`src/rtl/rvee_pcgen_pkg.sv`:
```
// Shared types and the redirect-target helper for the fetch PC generator.
package rvee_pcgen_pkg;

  typedef enum logic [1:0] {
    ST_IDLE = 2'd0,
    ST_RUN  = 2'd1,
    ST_PEND = 2'd2
  } pcgen_state_e;

  typedef logic epoch_t;

  // Computed at 64 bits; callers truncate to XLEN, which yields the mod-2^XLEN wrap.
  function automatic logic [63:0] pcgen_target(input logic [63:0] base, input logic [63:0] offset);
    logic [63:0] sum;
    sum    = base + offset;
    sum[0] = 1'b0;
    return sum;
  endfunction

endpackage

```
`src/rtl/rvee_pcgen_credit.sv`:
```
// Outstanding-fetch credit counter: issue increments, response decrements, full at MAX_OUTST.
module rvee_pcgen_credit
  import rvee_pcgen_pkg::*;
#(
  parameter int MAX_OUTST = 2
) (
  input  logic       clk,
  input  logic       rst,
  input  logic       inc,
  input  logic       dec,
  output logic       full,
  output logic [2:0] count
);

  logic [2:0] count_q, count_d;
  logic       inc_ok, dec_ok;

  always_comb begin
    full    = (count_q >= 3'(MAX_OUTST));
    inc_ok  = inc && !full;
    // A response with nothing outstanding is stray and must not underflow.
    dec_ok  = dec && (count_q != 3'd0);
    count_d = count_q;
    if (inc_ok && !dec_ok)
      count_d = count_q + 3'd1;
    else if (dec_ok && !inc_ok)
      count_d = count_q - 3'd1;
  end

  always_ff @(posedge clk or negedge rst) begin
    if (!rst)
      count_q <= 3'd0;
    else
      count_q <= count_d;
  end

  assign count = count_q;

endmodule

```
`src/rtl/rvee_pcgen_fw.sv`:
```
// Fetch PC generator with credit-limited issue, epoch-tagged redirects and late branch apply.
// Optional macro RVEE_PCGEN_MISALIGN_EN adds the misalign output and suppresses bit-1 targets.
//   state   | meaning
//   ST_IDLE | one cycle after reset, no fetch issued
//   ST_RUN  | issuing fetches, accepting redirects
//   ST_PEND | conditional-branch target latched, applied next edge
module rvee_pcgen_fw
  import rvee_pcgen_pkg::*;
#(
  parameter int              XLEN        = 32,
  parameter int              FETCH_BYTES = 4,
  parameter logic [XLEN-1:0] RESET_PC    = '0,
  parameter int              MAX_OUTST   = 2
) (
  input  logic            clk,
  input  logic            rst,
  output logic            valid,
  input  logic            ready,
  output logic [XLEN-1:0] pc,
  output logic [XLEN-1:0] pc_ff,
  output logic            epoch,
  input  logic            rsp_valid,
  input  logic            jmp,
  input  logic            bcc,
  input  logic [XLEN-1:0] jmp_base,
  input  logic [XLEN-1:0] jmp_offset,
  output logic            jmp_ff,
  output logic            jmp_out,
  output logic            flush
`ifdef RVEE_PCGEN_MISALIGN_EN
  ,
  output logic            misalign
`endif
);

  localparam logic [XLEN-1:0] FB = XLEN'(FETCH_BYTES);

  pcgen_state_e    state_q, state_d;
  logic [XLEN-1:0] pc_q, pc_d, pc_ff_q, pc_ff_d, tgt_q, tgt_d;
  epoch_t          epoch_q, epoch_d;
  logic            jmp_ff_q, jmp_out_q, jmp_out_d;
  logic [XLEN-1:0] target_w;
  logic            fire, credit_full;
  logic [2:0]      credit_cnt;
  logic            credit_unused;
`ifdef RVEE_PCGEN_MISALIGN_EN
  logic            mis_q, mis_d;
`endif

  assign target_w = XLEN'(pcgen_target(64'(jmp_base), 64'(jmp_offset)));
  // Registered state only, so a redirect never combinationally reaches the request.
  assign valid    = (state_q == ST_RUN) && !credit_full;
  assign fire     = valid && ready;

  rvee_pcgen_credit #(.MAX_OUTST(MAX_OUTST)) u_credit (
    .clk   (clk),
    .rst   (rst),
    .inc   (fire),
    .dec   (rsp_valid),
    .full  (credit_full),
    .count (credit_cnt)
  );

  assign credit_unused = ^credit_cnt;

  always_comb begin
    state_d   = state_q;
    pc_d      = pc_q;
    pc_ff_d   = pc_ff_q;
    tgt_d     = tgt_q;
    epoch_d   = epoch_q;
    jmp_out_d = 1'b0;
`ifdef RVEE_PCGEN_MISALIGN_EN
    mis_d     = 1'b0;
`endif
    if (fire) begin
      pc_ff_d = pc_q;
      pc_d    = (pc_q & ~(FB - 1'b1)) + FB;
    end
    case (state_q)
      ST_IDLE: state_d = ST_RUN;
      ST_RUN: begin
        if (jmp) begin
`ifdef RVEE_PCGEN_MISALIGN_EN
          if (target_w[1])
            mis_d = 1'b1;
          else
`endif
          if (bcc) begin
            tgt_d   = target_w;
            state_d = ST_PEND;
          end else begin
            pc_d      = target_w;
            epoch_d   = ~epoch_q;
            jmp_out_d = 1'b1;
          end
        end
      end
      ST_PEND: begin
        pc_d      = tgt_q;
        epoch_d   = ~epoch_q;
        jmp_out_d = 1'b1;
        state_d   = ST_RUN;
      end
      default: state_d = ST_IDLE;
    endcase
  end

  always_ff @(posedge clk or negedge rst) begin
    if (!rst) begin
      state_q   <= ST_IDLE;
      pc_q      <= RESET_PC;
      pc_ff_q   <= RESET_PC;
      tgt_q     <= '0;
      epoch_q   <= 1'b0;
      jmp_ff_q  <= 1'b0;
      jmp_out_q <= 1'b0;
    end else begin
      state_q   <= state_d;
      pc_q      <= pc_d;
      pc_ff_q   <= pc_ff_d;
      tgt_q     <= tgt_d;
      epoch_q   <= epoch_d;
      jmp_ff_q  <= jmp;
      jmp_out_q <= jmp_out_d;
    end
  end

`ifdef RVEE_PCGEN_MISALIGN_EN
  always_ff @(posedge clk or negedge rst) begin
    if (!rst)
      mis_q <= 1'b0;
    else
      mis_q <= mis_d;
  end

  assign misalign = mis_q;
`endif

  assign pc      = pc_q;
  assign pc_ff   = pc_ff_q;
  assign epoch   = epoch_q;
  assign jmp_ff  = jmp_ff_q;
  assign jmp_out = jmp_out_q;
  assign flush   = jmp_out_q;

endmodule
```
`config.mk`:
```
export PLATFORM = sky130hd
export DESIGN_NAME = rvee_pcgen_fw
export DESIGN_NICKNAME = d
export VERILOG_FILES = /design/src/rtl/rvee_pcgen_pkg.sv /design/src/rtl/rvee_pcgen_credit.sv /design/src/rtl/rvee_pcgen_fw.sv
export SDC_FILE = /design/constraint.sdc
export NUM_CORES = 1
export LEC_CHECK = 0
export CORE_MARGIN = 2
export CORE_UTILIZATION = 40
export CTS_BUF_LIST = sky130_fd_sc_hd__clkbuf_2 sky130_fd_sc_hd__clkbuf_4 sky130_fd_sc_hd__clkbuf_8
export DETAILED_ROUTE_END_ITERATION = 8
export PLACE_DENSITY = 0.68
export SKIP_LAST_GASP = 1
export SYNTH_ARGS = -nofsm -noshare
export SYNTH_HDL_FRONTEND = slang
export SYNTH_SLANG_ARGS = --single-unit
```
`constraint.sdc`:
```
create_clock -name clk -period 2.15 [get_ports clk]
set_input_delay 0.5375 -clock clk [delete_from_list [all_inputs] [get_ports clk]]
set_output_delay 0.5375 -clock clk [all_outputs]
set_load 0.02 [all_outputs]
```
After elaboration in Yosys (flattened, before gate mapping)

Index checks and enable logic that the tools add are counted.

Add/sub/neg operators: 4
$lt $le $gt $ge: 1
Eq/ne operators: 5
Muxes and demuxes: 15
Bitwise gates (word level): 1
Reduce and logical (&&, ||, !) cells: 17

Operators by type and width:

| kind                                                                  | count |
|---|---|
| 32-bit two-way mux                                                    | 3 |
| 32-bit case mux with 2 select lines                                   | 1 |
| 32-bit by 3-bit adder with 32-bit output, second input constant       | 1 |
| 32-bit adder                                                          | 1 |
| 1-bit logical AND                                                     | 6 |
| 3-bit two-way mux                                                     | 2 |
| 2-bit inequality test, second input constant                          | 3 |
| 3-bit AND reduction                                                   | 2 |
| 1-bit two-way mux                                                     | 4 |
| 2-bit two-way mux                                                     | 2 |
| 1-bit case mux with 2 select lines                                    | 2 |
| 2-bit case mux with 2 select lines                                    | 1 |
| 2-bit nonzero test                                                    | 2 |
| 3-bit by 1-bit adder with 3-bit output, second input constant         | 1 |
| 3-bit by 2-bit >= comparator with 1-bit output, second input constant | 1 |
| 1-bit zero test                                                       | 3 |
| 3-bit nonzero test                                                    | 1 |
| 3-bit by 1-bit subtractor with 3-bit output, second input constant    | 1 |
| 2-bit by 1-bit equality test with 1-bit output, second input constant | 1 |
| 2-bit equality test, second input constant                            | 1 |
| 2-bit zero test                                                       | 1 |
| 2-bit AND reduction                                                   | 1 |
| 2-bit OR reduction                                                    | 1 |
| 1-bit inverter                                                        | 1 |

Flip-flop bits (word level): 103
Bits of input ports: 70
Output and inout bits: 69
Logic and storage cells: 51

Logic depth before layout (Yosys ltp)

Depth after elaboration: 9
Depth in mapped cells: 11
Gate-level depth less buffers: 10

Modules after synthesis

From an unflattened synthesis, not the netlist that was laid out.

Cells, all modules: 683
Area, all modules: 6193.4 um^2

Modules (own cells, without submodules):

| module            | instances | cells each | area an instance (um^2) |
|---|---|---|---|
| rvee_pcgen_fw     | 1         | 668        | 6018.3 |
| rvee_pcgen_credit | 1         | 15         | 175.2 |

Worst setup path before layout

No wires, ideal clock.

Path type: input port to flip-flop
From: input jmp_base[1]
To: register tgt_q[28]
Arrival: 2.430 ns
Path slack: -0.375 ns
Stages on the path: 9
Path buffers: 0
Cells stage by stage: inv_1 fa_1 nor2b_1 o311ai_1 a21o_1 a2111o_1 a211oi_1 nor4_1 o31ai_1

Word-level cells in the longest chain between the ends: 1

RTL lines:

| element                | line                 | source |
|---|---|---|
| start: declaration     | rvee_pcgen_fw.sv:25  | `input logic [XLEN-1:0] jmp_base,` |
| 32-bit adder           | rvee_pcgen_pkg.sv:15 | `sum = base + offset;` |
| end signal: assignment | rvee_pcgen_fw.sv:122 | `tgt_q <= tgt_d;` |
| end: declaration       | rvee_pcgen_fw.sv:39  | `logic [XLEN-1:0] pc_q, pc_d, pc_ff_q, pc_ff_d, tgt_q, tgt_d;` |

Every way passes these cells.
A chain may end at the register's enable or synchronous reset.

Worst setup path after layout

From: input jmp_offset[1]
To: register pc_q[29], in the netlist pc[29]

Word-level cells in the longest chain between the ends: 4

RTL lines:

| element                             | line                 | source |
|---|---|---|
| start: declaration                  | rvee_pcgen_fw.sv:26  | `input logic [XLEN-1:0] jmp_offset,` |
| 32-bit adder                        | rvee_pcgen_pkg.sv:15 |  |
| 32-bit two-way mux                  | rvee_pcgen_fw.sv:89  | `if (bcc) begin` |
| 32-bit two-way mux                  | rvee_pcgen_fw.sv:83  | `if (jmp) begin` |
| 32-bit case mux with 2 select lines | rvee_pcgen_fw.sv:80  | `case (state_q)` |
| net pc_d[29]                        | rvee_pcgen_fw.sv:39  |  |
| end signal: assignment              | rvee_pcgen_fw.sv:120 | `pc_q <= pc_d;` |
| end: declaration                    | rvee_pcgen_fw.sv:39  |  |

The timed path passes the listed nets, and every way through them passes these cells.

==> flow_summary_export.csv <==
group,metric,value,unit
yosys,yosysSeqAreaShare,39.2,%
yosys,synth_top_area_share,39.2,%
global_routing,grt-ovfl-total,0,
global_routing,grt_usage,23.7,%
timing,hold_violations,0,
clocking,cts-htree-levels,3,
critical_path,crit_family,"compound AO/OA/AOI/OAI gates",
routing,avgViaCountPerCell,5.39,
clocking,clock_latency,370,ps
floorplan,die_h,132,um
critical_path,critPathMaxFanout,3,
global_routing,grt_pass1_vias,6622,
critical_path,worstPathRequired,2390,ps
floorplan,die-area,17500,um^2
critical_path,path_cells,"buf_8 > buf_4 > ha_4 > a31oi_4 > a211oi_4 > o21ai_2 > a2111o_1 > a21o_1 > a21oi_2 > o31ai_4",
clocking,clk_pin_slew,100,ps
timing,drv_slew,0,
critical_path,worst_path_largest_cell_delay,530,ps
flow_run,drv_cap,0,
power,combPwrFrac,54.4,%
floorplan,initial_core_util,41.2,%
critical_path,crit_slowest_cell,"a2111o_1",
power,switching_share,39.5,%
yosys,ys_warn_count,0,
power,leakage,4.64,nW
routing,ant_nets,0,
clocking,tritoncts,"yes",
timing,slew_headroom,66.4,%
timing,rsz0062_at_grt,"true",
routing,routedWlPerCell,17.2,um
clocking,clockBufferDepth,2,
yosys,ys.flop_type,"dfrtp_1",
finish,antenna_cells,0,
global_routing,grt_start_max_net_pins,47,
routing,drc_errors,0,
yosys,ys_top_cells_by_count,"103 x dfrtp_1, 91 x nand2_1, 70 x o21ai_0",
finish,fin_nets,1122,
yosys,synth.ff_latch_count,103,
yosys,synth_cell_types,69,
floorplan,die_w,132,um
routing,first_pass_iters,5,
power,clockPowerShare,13.3,%
floorplan,core,15900,um^2
clocking,clkSinkCount,103,
timing,setup_viol,25,
power,power_density,949,nW/um^2
finish,postLayoutCoreUtil,66.6,%
power,internal_power,6.10,mW
placement,io_buffer_count,138,
yosys,yosysMostFrequentCell,"dfrtp_1",
timing,clock_skew,17.9,ps
timing,worstMarginPinSlew,499,ps
routing,routed_wl,21.3,mm
min_path,hp-class,"in2async",
yosys,synth.area.top_cells,"dfrtp_1 39%, ha_1 6.9%, mux2_2 5.7%, o21ai_0 5.3%, nand2_1 5.2%",
yosys,synth_edf_count,0,
yosys,syn_area,6570,um^2
critical_path,crit_type,"in2reg",
floorplan,ios,139,
yosys,ys_async_sr_fraction,100,%
floorplan,rows,46,
critical_path,critPathCaptureType,"register",
critical_path,cp.depth,10,
timing,max_freq,0.423,GHz
outcome,violations,"negative setup slack",
power,pwr-share-seq,32.2,%
global_routing,grt_pass1_wl,33.8,mm
finish,layout-drive-gt1-share,37.8,%
power,finalPower,10.1,mW
yosys,syn_inst,710,
timing,post-route-min-period,2360,ps
timing,timing.final.crit_share,110,%
timing,layout_setup_ws,-213,ps
power,p_switching,3.98,mW
global_routing,antenna_found_initial,0,
yosys,synth.largest_area_cell,"dfrtp_1",
yosys,synth.net_count,818,
timing,tns,-2560,ps
critical_path,crit_arrival,2600,ps
critical_path,startpoint_type,"primary input",
critical_path,cp_num_buf_inv,2,
routing,drt_iter0_markers,359,
routing,vias,6659,
yosys,avgSynthCellArea,9.25,um^2
finish,syn_to_final_growth,61.7,%
clocking,root_buffer,"clkbuf_8",
outcome,outcome,"complete, but fails checks",
placement,hpwl,16.2,mm
placement,gp_congestion,0.861,
power,ir_drop,0.000476,V
clocking,cts_buffers,9,
critical_path,r2r_cells,10,
==> state kept, by name (all words and copies together) (netlist names) <==
register,flops
epoch,1
flush,1
jmp_ff,1
pc,32
pc_ff,32
state_q,2
tgt_q,31
u_credit.count,3
==> metal layers <==
layer / track usage (%) / wire length (um) / vias to the layer above
met5: 0 / 0 / -
met1: 33.0 / 9760 / 3212
met4: 5.86 / 356 / 0
met3: 2.54 / 935 / 32
li1: - / - / 3190
met2: 39.8 / 10300 / 225
==> worst paths after layout <==
kind | startpoint | endpoint | slack, ps
min in group clk | epoch$_DFFE_PN0P_ | epoch$_DFFE_PN0P_ | 470
max in group asynchronous | rst | pc[14]$_DFF_PN0_ | 1580
min reg2reg | epoch$_DFFE_PN0P_ | epoch$_DFFE_PN0P_ | 470
max reg2reg | state_q[1]$_DFFE_PN0P_ | pc[29]$_DFF_PN0_ | -150
min | rst | flush$_DFF_PN0_ | 20
max | jmp_offset[1] | pc[29]$_DFF_PN0_ | -210
==> cells in the final DEF (no fill, tap or decap), types with 18 or more instances in the layout <==
cell,n
a21oi_2,18
buf_4,177
clkdlybuf4s50_1,80
dfrtp_1,103
dlygate4sd2_1,26
ha_4,28
mux2_2,33
nand2_1,85
nand3_1,20
nand4_1,20
nor2_1,27
o21ai_0,45
o21ai_1,20
xnor2_1,25
xor2_1,23
==> metrics by stage <==
stage	setup slack [ps]	cells	hold slack (ps)	area (um^2)
after floorplan	-224	710	242	6870
after global placement	-1000	1188	418	9590
after detailed placement	-1090	1188	422	9590
after CTS	-199	1218	9.77	10200
after global routing	-268	1235	13.7	10600
final	-213	1235	15.9	10600
==> logic make-up after synthesis <==
family	after synthesis	share of synthesized area [%]
buffers and inverters	54	3.20
multiplexers	35	5.96
AND/OR/NAND/NOR	221	16.4
flip-flops	103	39.2
adder cells (fa/ha/maj)	38	7.47
AO/OA/AOI/OAI	205	20.5
XOR/XNOR	54	7.20
==> worst reg2reg max path, stage by stage, from the launching register on <==
cell       delay, ps
dfrtp_1          410
inv_2             80
ha_4             150
nand4bb_4        180
nor4_4           320
nand4_1          220
buf_4            210
nor2_1           120
xor2_1            80
a22oi_1          270
o31ai_4          130
==> cell type report <==
type | instances | area (um^2)
inverters | 20 | 85.1
flip-flops and latches | 103 | 2580
fillers | 1257 | 5320
repair buffers | 327 | 2820
clock inverters | 5 | 81.3
multi-input cells | 553 | 4650
clock buffers | 11 | 139
well taps | 216 | 270
==> power groups by stage <==
stage	registers [mW]	clock network [mW]	logic [mW]
detailed placement	3.26	0	5.04
global route	3.34	1.45	5.89
floorplan	3.80	0	1.97
global placement	3.22	0	4.93
finish	3.25	1.34	5.49
CTS	3.24	1.37	5.26
==> timing repair <==
item                                    4_1_cts  5_1_grt
pin swaps                                    65       55
hold buffers                                  0        0
resized for setup                           181       79
endpoints found under the setup margin       56       46
buffers inserted                             16       19
Power figures use the tool's default switching activity.
